**src/rtl/shift_lane_serializer_if.sv**
```systemverilog
// Handshake bundle for shift_lane_serializer.
//   par_data_i/par_valid_i/par_ready_o : parallel word in (valid/ready)
//   ser_data_o/ser_valid_o/ser_ready_i : serial beats out (valid/ready)
//   ser_last_o                         : final beat of the current word
//   busy_o                             : a word is being serialized
// Signal suffixes are from the serializer's point of view.
// slave is the serializer's view; master is the surrounding logic's view.
interface shift_lane_serializer_if #(
  parameter int unsigned WIDTH = 32,
  parameter int unsigned LANES = 1
) ();
  logic [WIDTH-1:0] par_data_i;
  logic             par_valid_i;
  logic             par_ready_o;
  logic [LANES-1:0] ser_data_o;
  logic             ser_valid_o;
  logic             ser_ready_i;
  logic             ser_last_o;
  logic             busy_o;

  modport slave (
    input  par_data_i, par_valid_i, ser_ready_i,
    output par_ready_o, ser_data_o, ser_valid_o, ser_last_o, busy_o
  );

  modport master (
    output par_data_i, par_valid_i, ser_ready_i,
    input  par_ready_o, ser_data_o, ser_valid_o, ser_last_o, busy_o
  );
endinterface

```
**src/rtl/shift_lane_serializer.sv**
```systemverilog
// Parallel-to-serial converter: accepts a WIDTH-bit word and emits it as
// WIDTH/LANES beats of LANES bits, MSB lane first or LSB lane first.
//   clk   : clock, rising edge
//   reset : asynchronous, active-high
//   bus   : shift_lane_serializer_if.slave (parallel in, serial out, busy)
// A new word may be accepted in the same cycle the last beat is consumed,
// so back-to-back words stream without a bubble.
module shift_lane_serializer #(
  parameter int unsigned WIDTH     = 32,
  parameter int unsigned LANES     = 1,
  parameter bit          MSB_FIRST = 1'b1
) (
  input  logic                   clk,
  input  logic                   reset,
  shift_lane_serializer_if.slave bus
);

  localparam int unsigned BEATS = WIDTH / LANES;
  localparam int unsigned CW    = (BEATS > 1) ? $clog2(BEATS) : 1;
  localparam logic [CW-1:0] LAST_CNT = CW'(BEATS - 1);

  if ((LANES < 1) || (LANES > WIDTH) || ((WIDTH % LANES) != 0)) begin : g_bad_params
    $error("shift_lane_serializer: need WIDTH >= LANES >= 1 and WIDTH divisible by LANES");
  end

  typedef enum logic {
    IDLE  = 1'b0,
    SHIFT = 1'b1
  } state_t;

  state_t           state_q, state_d;
  logic [WIDTH-1:0] sreg_q, sreg_d;
  logic [CW-1:0]    cnt_q, cnt_d;

  logic             last;
  logic             par_ready;
  logic [WIDTH-1:0] shifted;

  always_ff @(posedge clk or posedge reset) begin
    if (reset) begin
      state_q <= IDLE;
      sreg_q  <= '0;
      cnt_q   <= '0;
    end else begin
      state_q <= state_d;
      sreg_q  <= sreg_d;
      cnt_q   <= cnt_d;
    end
  end

  always_comb begin
    state_d   = state_q;
    sreg_d    = sreg_q;
    cnt_d     = cnt_q;
    last      = (state_q == SHIFT) && (cnt_q == LAST_CNT);
    // Ready while shifting only when the last beat leaves this cycle,
    // letting the next word load on the same edge.
    par_ready = (state_q == IDLE) || (last && bus.ser_ready_i);
    shifted   = MSB_FIRST ? (sreg_q << LANES) : (sreg_q >> LANES);

    unique case (state_q)
      IDLE: begin
        if (bus.par_valid_i) begin
          sreg_d  = bus.par_data_i;
          cnt_d   = '0;
          state_d = SHIFT;
        end
      end
      SHIFT: begin
        if (bus.ser_ready_i) begin
          if (last) begin
            if (bus.par_valid_i) begin
              sreg_d = bus.par_data_i;
              cnt_d  = '0;
            end else begin
              sreg_d  = '0;
              cnt_d   = '0;
              state_d = IDLE;
            end
          end else begin
            sreg_d = shifted;
            cnt_d  = cnt_q + CW'(1);
          end
        end
      end
      default: begin
        state_d = IDLE;
      end
    endcase
  end

  always_comb begin
    bus.par_ready_o = par_ready;
    bus.ser_valid_o = (state_q == SHIFT);
    bus.busy_o      = (state_q == SHIFT);
    bus.ser_last_o  = last;
    bus.ser_data_o  = '0;
    if (state_q == SHIFT) begin
      bus.ser_data_o = MSB_FIRST ? sreg_q[WIDTH-1 -: LANES] : sreg_q[LANES-1:0];
    end
  end

endmodule

```
**src/flat_wrapper.sv**
```systemverilog
// flat-port wrapper written by rule: the top's interface ports become plain ports
module shift_lane_serializer_flat 
#(
  parameter int unsigned WIDTH     = 32,
  parameter int unsigned LANES     = 1,
  parameter bit          MSB_FIRST = 1'b1
)
  (clk, reset, bus_par_data_i, bus_par_valid_i, bus_ser_ready_i, bus_par_ready_o, bus_ser_data_o, bus_ser_valid_o, bus_ser_last_o, bus_busy_o);
  shift_lane_serializer_if #(.WIDTH(WIDTH), .LANES(LANES)) bus_i ();
  input  logic clk;
  input  logic reset;
  input wire logic [$bits(bus_i.par_data_i)-1:0] bus_par_data_i;
  input wire logic [$bits(bus_i.par_valid_i)-1:0] bus_par_valid_i;
  input wire logic [$bits(bus_i.ser_ready_i)-1:0] bus_ser_ready_i;
  output wire logic [$bits(bus_i.par_ready_o)-1:0] bus_par_ready_o;
  output wire logic [$bits(bus_i.ser_data_o)-1:0] bus_ser_data_o;
  output wire logic [$bits(bus_i.ser_valid_o)-1:0] bus_ser_valid_o;
  output wire logic [$bits(bus_i.ser_last_o)-1:0] bus_ser_last_o;
  output wire logic [$bits(bus_i.busy_o)-1:0] bus_busy_o;
  assign bus_i.par_data_i = bus_par_data_i;
  assign bus_i.par_valid_i = bus_par_valid_i;
  assign bus_i.ser_ready_i = bus_ser_ready_i;
  assign bus_par_ready_o = bus_i.par_ready_o;
  assign bus_ser_data_o = bus_i.ser_data_o;
  assign bus_ser_valid_o = bus_i.ser_valid_o;
  assign bus_ser_last_o = bus_i.ser_last_o;
  assign bus_busy_o = bus_i.busy_o;
  shift_lane_serializer #(.WIDTH(WIDTH), .LANES(LANES), .MSB_FIRST(MSB_FIRST)) u_core (.clk(clk), .reset(reset), .bus(bus_i));
endmodule
```
**config.mk**
```make
export PLATFORM = sky130hd
export DESIGN_NAME = shift_lane_serializer_flat
export DESIGN_NICKNAME = d
export VERILOG_FILES = /design/src/rtl/shift_lane_serializer_if.sv /design/src/rtl/shift_lane_serializer.sv /design/src/flat_wrapper.sv
export SDC_FILE = /design/constraint.sdc
export NUM_CORES = 1
export LEC_CHECK = 0
export BUFFER_PORTS_ARGS = -buffer_cell sky130_fd_sc_hd__buf_2
export CORE_MARGIN = 10
export CORE_UTILIZATION = 49
export CTS_CLUSTER_DIAMETER = 150
export DETAILED_ROUTE_END_ITERATION = 6
export PLACE_DENSITY = 0.73
export REMOVE_ABC_BUFFERS = 1
export SETUP_SLACK_MARGIN = 0.5
export SYNTH_ARGS = -nofsm -noshare
export SYNTH_HDL_FRONTEND = slang
export SYNTH_SLANG_ARGS = --single-unit
```
**constraint.sdc**
```tcl
create_clock -name clk -period 2.5 [get_ports clk]
set_clock_uncertainty 0.05 [all_clocks]
set_input_delay 0.625 -clock clk [delete_from_list [all_inputs] [get_ports clk]]
set_output_delay 0.625 -clock clk [all_outputs]
set_load 0.01 [all_outputs]
```
==> summary.md <==
| Metric | Value |
|---|---|
| Outcome | `complete, no violations` |
| Post-route ant nets | `0` |
| CP max stage delay | `380 ps` |
| Type of the worst min-delay path | `primary input to async pin` |
| Die Area | `7030 sq um` |
| Die Span Y | `83.9 microns` |
| Area share of the largest cell type after synthesis | `47.6%` |
| Grt ovf | `0` |
| # IOs | `41` |
| Seq/Total Area, Yosys | `47.6%` |
| RSZ-0062 raised after global routing | `true` |
| Reg2reg end | `u_core.bus.busy_o` |
| Post-synth EDFFs | `0` |
| HPWL after detailed placement | `about 2.5 mm` |
| Clk Latency, worst-skew pair | `roughly 290 ps` |
| Initial antenna violation count | `0` |
| Via density per instance | `approximately 5.5` |
| Via count | `1481` |
| Max-cap violations | `0` |
| First-pass GRT wire length | `7.45 mm` |
| Critical path, cell by cell | `ha_2 > and3_4 > ha_4 > and2_4 > buf_6` |
| RePlAce Congestion | `between 0.7 and 0.8` |
| Slowest CP cell | `dfrtp_1` |
| CP Launch Type | `flop` |
| DRT iter0 DRCs | `140` |
| Core region area | `3970 sq um` |
| Int Pwr | `1.18 mW` |
| Final worst setup slack | `between 300 and 400 ps` |
| Switching fraction of total power | `between 20% and 30%` |
| Final setup violation count | `0` |
| Post-synth top flop | `dfrtp_1` |
| Synth Instances | `171` |
| Clk network pwr share | `23.4%` |
| Fin. max-slew vios | `0` |
| Synth top area cells | `dfrtp_1, a221oi_2, nor2_1, buf_6, buf_8` |
| Clock Sinks | `38` |
| CTS Buf Count | `5` |
| Slew @ Worst Pin | `663 ps` |
| Max-slew headroom | `a little under three fifths` |
| Deepest clock path buffer count | `2` |
| Critical path origin | `u_core.cnt_q[1]` |
| Synth Cell Area | `about 2000 sq um` |
| Die width | `83.9 microns` |
| Power density cells | `706 nW/um^2` |
| Clock-pin slew on the worst setup and hold paths | `70 ps` |
| Fmax | `~470 MHz` |
| Port Buffers | `40` |
| Min cycle time layout | `2150 ps` |
| Setup TNS | `0 ps` |
| Crit Path Class | `flop to output pin` |
| Root buf cell | `clkbuf_8` |
| Post-CTS Hold Buffers | `0` |
| Critical Path Sink | `bus_ser_last_o` |
| FF-to-FF Start | `u_core.cnt_q[1]` |
| Largest fanout on the critical path | `3` |
| Switching power | `a little under 500 uW` |
| Register bit total from synthesis | `38` |
| R2R depth | `13` |
| CP delay by family, top | `flip-flops` |
| Largest net degree at the start of global routing | `39` |
| Placement row count | `23` |
| Final period util | `86.0%` |
| Req. time, crit path | `approximately 1800 ps` |
| Setup WS pre-CTS | `454 ps` |
| Leakage | `about 0.93 nW` |
| Layout cell share with drive strength beyond 1 | `around 47%` |
| R2R setup slack | `400 ps` |
| Synth Warn # | `0` |
| Post-Route WL | `~4.3 mm` |
| CP Data Arrival Time | `approximately 1500 ps` |
| DR DRC count | `0` |
| Pre-Repair DR Iteration Count | `4` |
| Diode count | `0` |
| Placed cell count | `250` |
| Initial core utilization | `50.3%` |
| Seq pwr share | `53.4%` |
| Avg Cell Area, Syn | `11.7 sq um` |
| Logic pwr share | `23.2%` |
| CTS tree | `built` |
| Area Growth Syn to Fin | `18.6%` |
| NumNets Final | `approximately 260` |
| Async set-reset flop share out of synthesis | `100%` |
| Vias in the first global route | `1515` |
| Max H-tree Level | `2` |
| CP bufs+invs | `1` |
| CP Capture Type | `output pin` |
| Post-synth cell types | `27` |
| Routed wire per std cell | `16.0 microns` |
| Total Power | `between 1.5 and 2 mW` |
| Max IR drop VDD | `between 0.0004 and 0.0005 V` |
| GRT Overall Usage | `12.6%` |
| Critical path depth | `5` |
| Synth area leader | `dfrtp_1` |
| Finished Layout Cells | `between 200 and 300` |
| Final Hold Fails | `0` |
through the flow:
| stage | hold WS [ps] | instance area [sq um] | utilization, % |
|---|---|---|---|
| final | 390 | 2370 | 59.7 |
| after global routing | 439 | 2370 | 59.7 |
| after CTS | 404 | 2360 | 59.5 |
| after detailed placement | 434 | 2160 | 54.5 |
| after global placement | 427 | 2160 | 54.5 |
| after floorplan | 408 | 1850 | - |
routing by layer:
layer / GRT usage, % / wire length (microns)
met1: 16.5 / 2120
met3: 4.98 / 273
met2: 17.8 / 1810
met5: 0 / 0
met4: 5.18 / 88
worst min-delay path by stage:
stage	endpoint	slack [ps]	depth (start not counted)
6_report	u_core.sreg_q[12]	390	3
5_1_grt	u_core.sreg_q[22]	440	3
4_1_cts	u_core.cnt_q[3]	400	3
3_5_place_dp	u_core.sreg_q[31]	430	2
3_3_place_gp	u_core.sreg_q[31]	430	2
2_1_floorplan	u_core.sreg_q[31]	410	2
layout make-up:
cell class / count / area, sq um
inverters: 1 / 3.75
repair buffers: 55 / 350
fillers: 349 / 1600
multi-input cells: 118 / 926
clock buffers: 7 / 76.3
well taps: 50 / 62.6
flip-flops and latches: 38 / 951
cell usage after synthesis (2+ instances only):
| cell type | count |
|---|---|
| dfrtp_1 | 38 |
| nand2_1 | 4 |
| a22o_2 | 2 |
| ha_1 | 2 |
| buf_2 | 2 |
| a221oi_1 | 2 |
| buf_8 | 2 |
| buf_6 | 7 |
| a221oi_2 | 29 |
| and2_2 | 2 |
| nand2b_1 | 2 |
| mux2_2 | 2 |
| nand3_1 | 2 |
| nor2_1 | 62 |
flip-flops by register name (all words and copies together), names as in the netlist:
| name | cells |
|---|---|
| u_core.bus.busy_o | 1 |
| u_core.cnt_q | 5 |
| u_core.sreg_q | 32 |
power by group through the flow:
stage / Sequential (mW) / Clock, mW / Combinational, mW
after CTS: 0.893 / 0.405 / 0.382
after global routing: 0.916 / 0.438 / 0.440
after floorplan: 0.877 / 0 / 0.265
final: 0.894 / 0.391 / 0.388
after global placement: 0.895 / 0 / 0.345
after detailed placement: 0.899 / 0 / 0.353
worst min-delay path, stage by stage:
cell and delay (ps):
buf_2 90, inv_1 40, buf_4 400
cell usage in the layout (no fill, tap or decap), types with 2 or more instances in the layout:
| cell | synthesis | layout |
|---|---|---|
| dfrtp_1 | 38 | 38 |
| a221oi_2 | 29 | 29 |
| nand2b_1 | 2 | 2 |
| buf_2 | 2 | 38 |
| buf_12 | 0 | 2 |
| nand2_1 | 4 | 2 |
| mux2_2 | 2 | 2 |
| clkbuf_1 | 1 | 2 |
| nor2_1 | 62 | 62 |
| buf_6 | 7 | 2 |
| nand3_1 | 2 | 2 |
| a221oi_1 | 2 | 2 |
| nand2_2 | 0 | 2 |
| a22o_2 | 2 | 2 |
| clkbuf_8 | 1 | 5 |
| buf_4 | 1 | 13 |
logic make-up after synthesis:
| family | after synthesis | synth area share (%) |
|---|---|---|
| xor+xnor | 1 | 0.438 |
| buf+inv | 15 | 7.39 |
| simple gates | 75 | 15.5 |
| compound gates | 37 | 25.5 |
| mux | 3 | 2.25 |
| flops | 38 | 47.6 |
| fa+ha+maj | 2 | 1.25 |
repair_timing:
action                     in CTS  in global routing
resized for setup               9                  0
setup endpoints to repair      33                 34
buffers inserted               11                  1
hold endpoints to repair        0                  0
pin swaps                       1                  0
No activity file was read; power rests on OpenSTA's default activity.
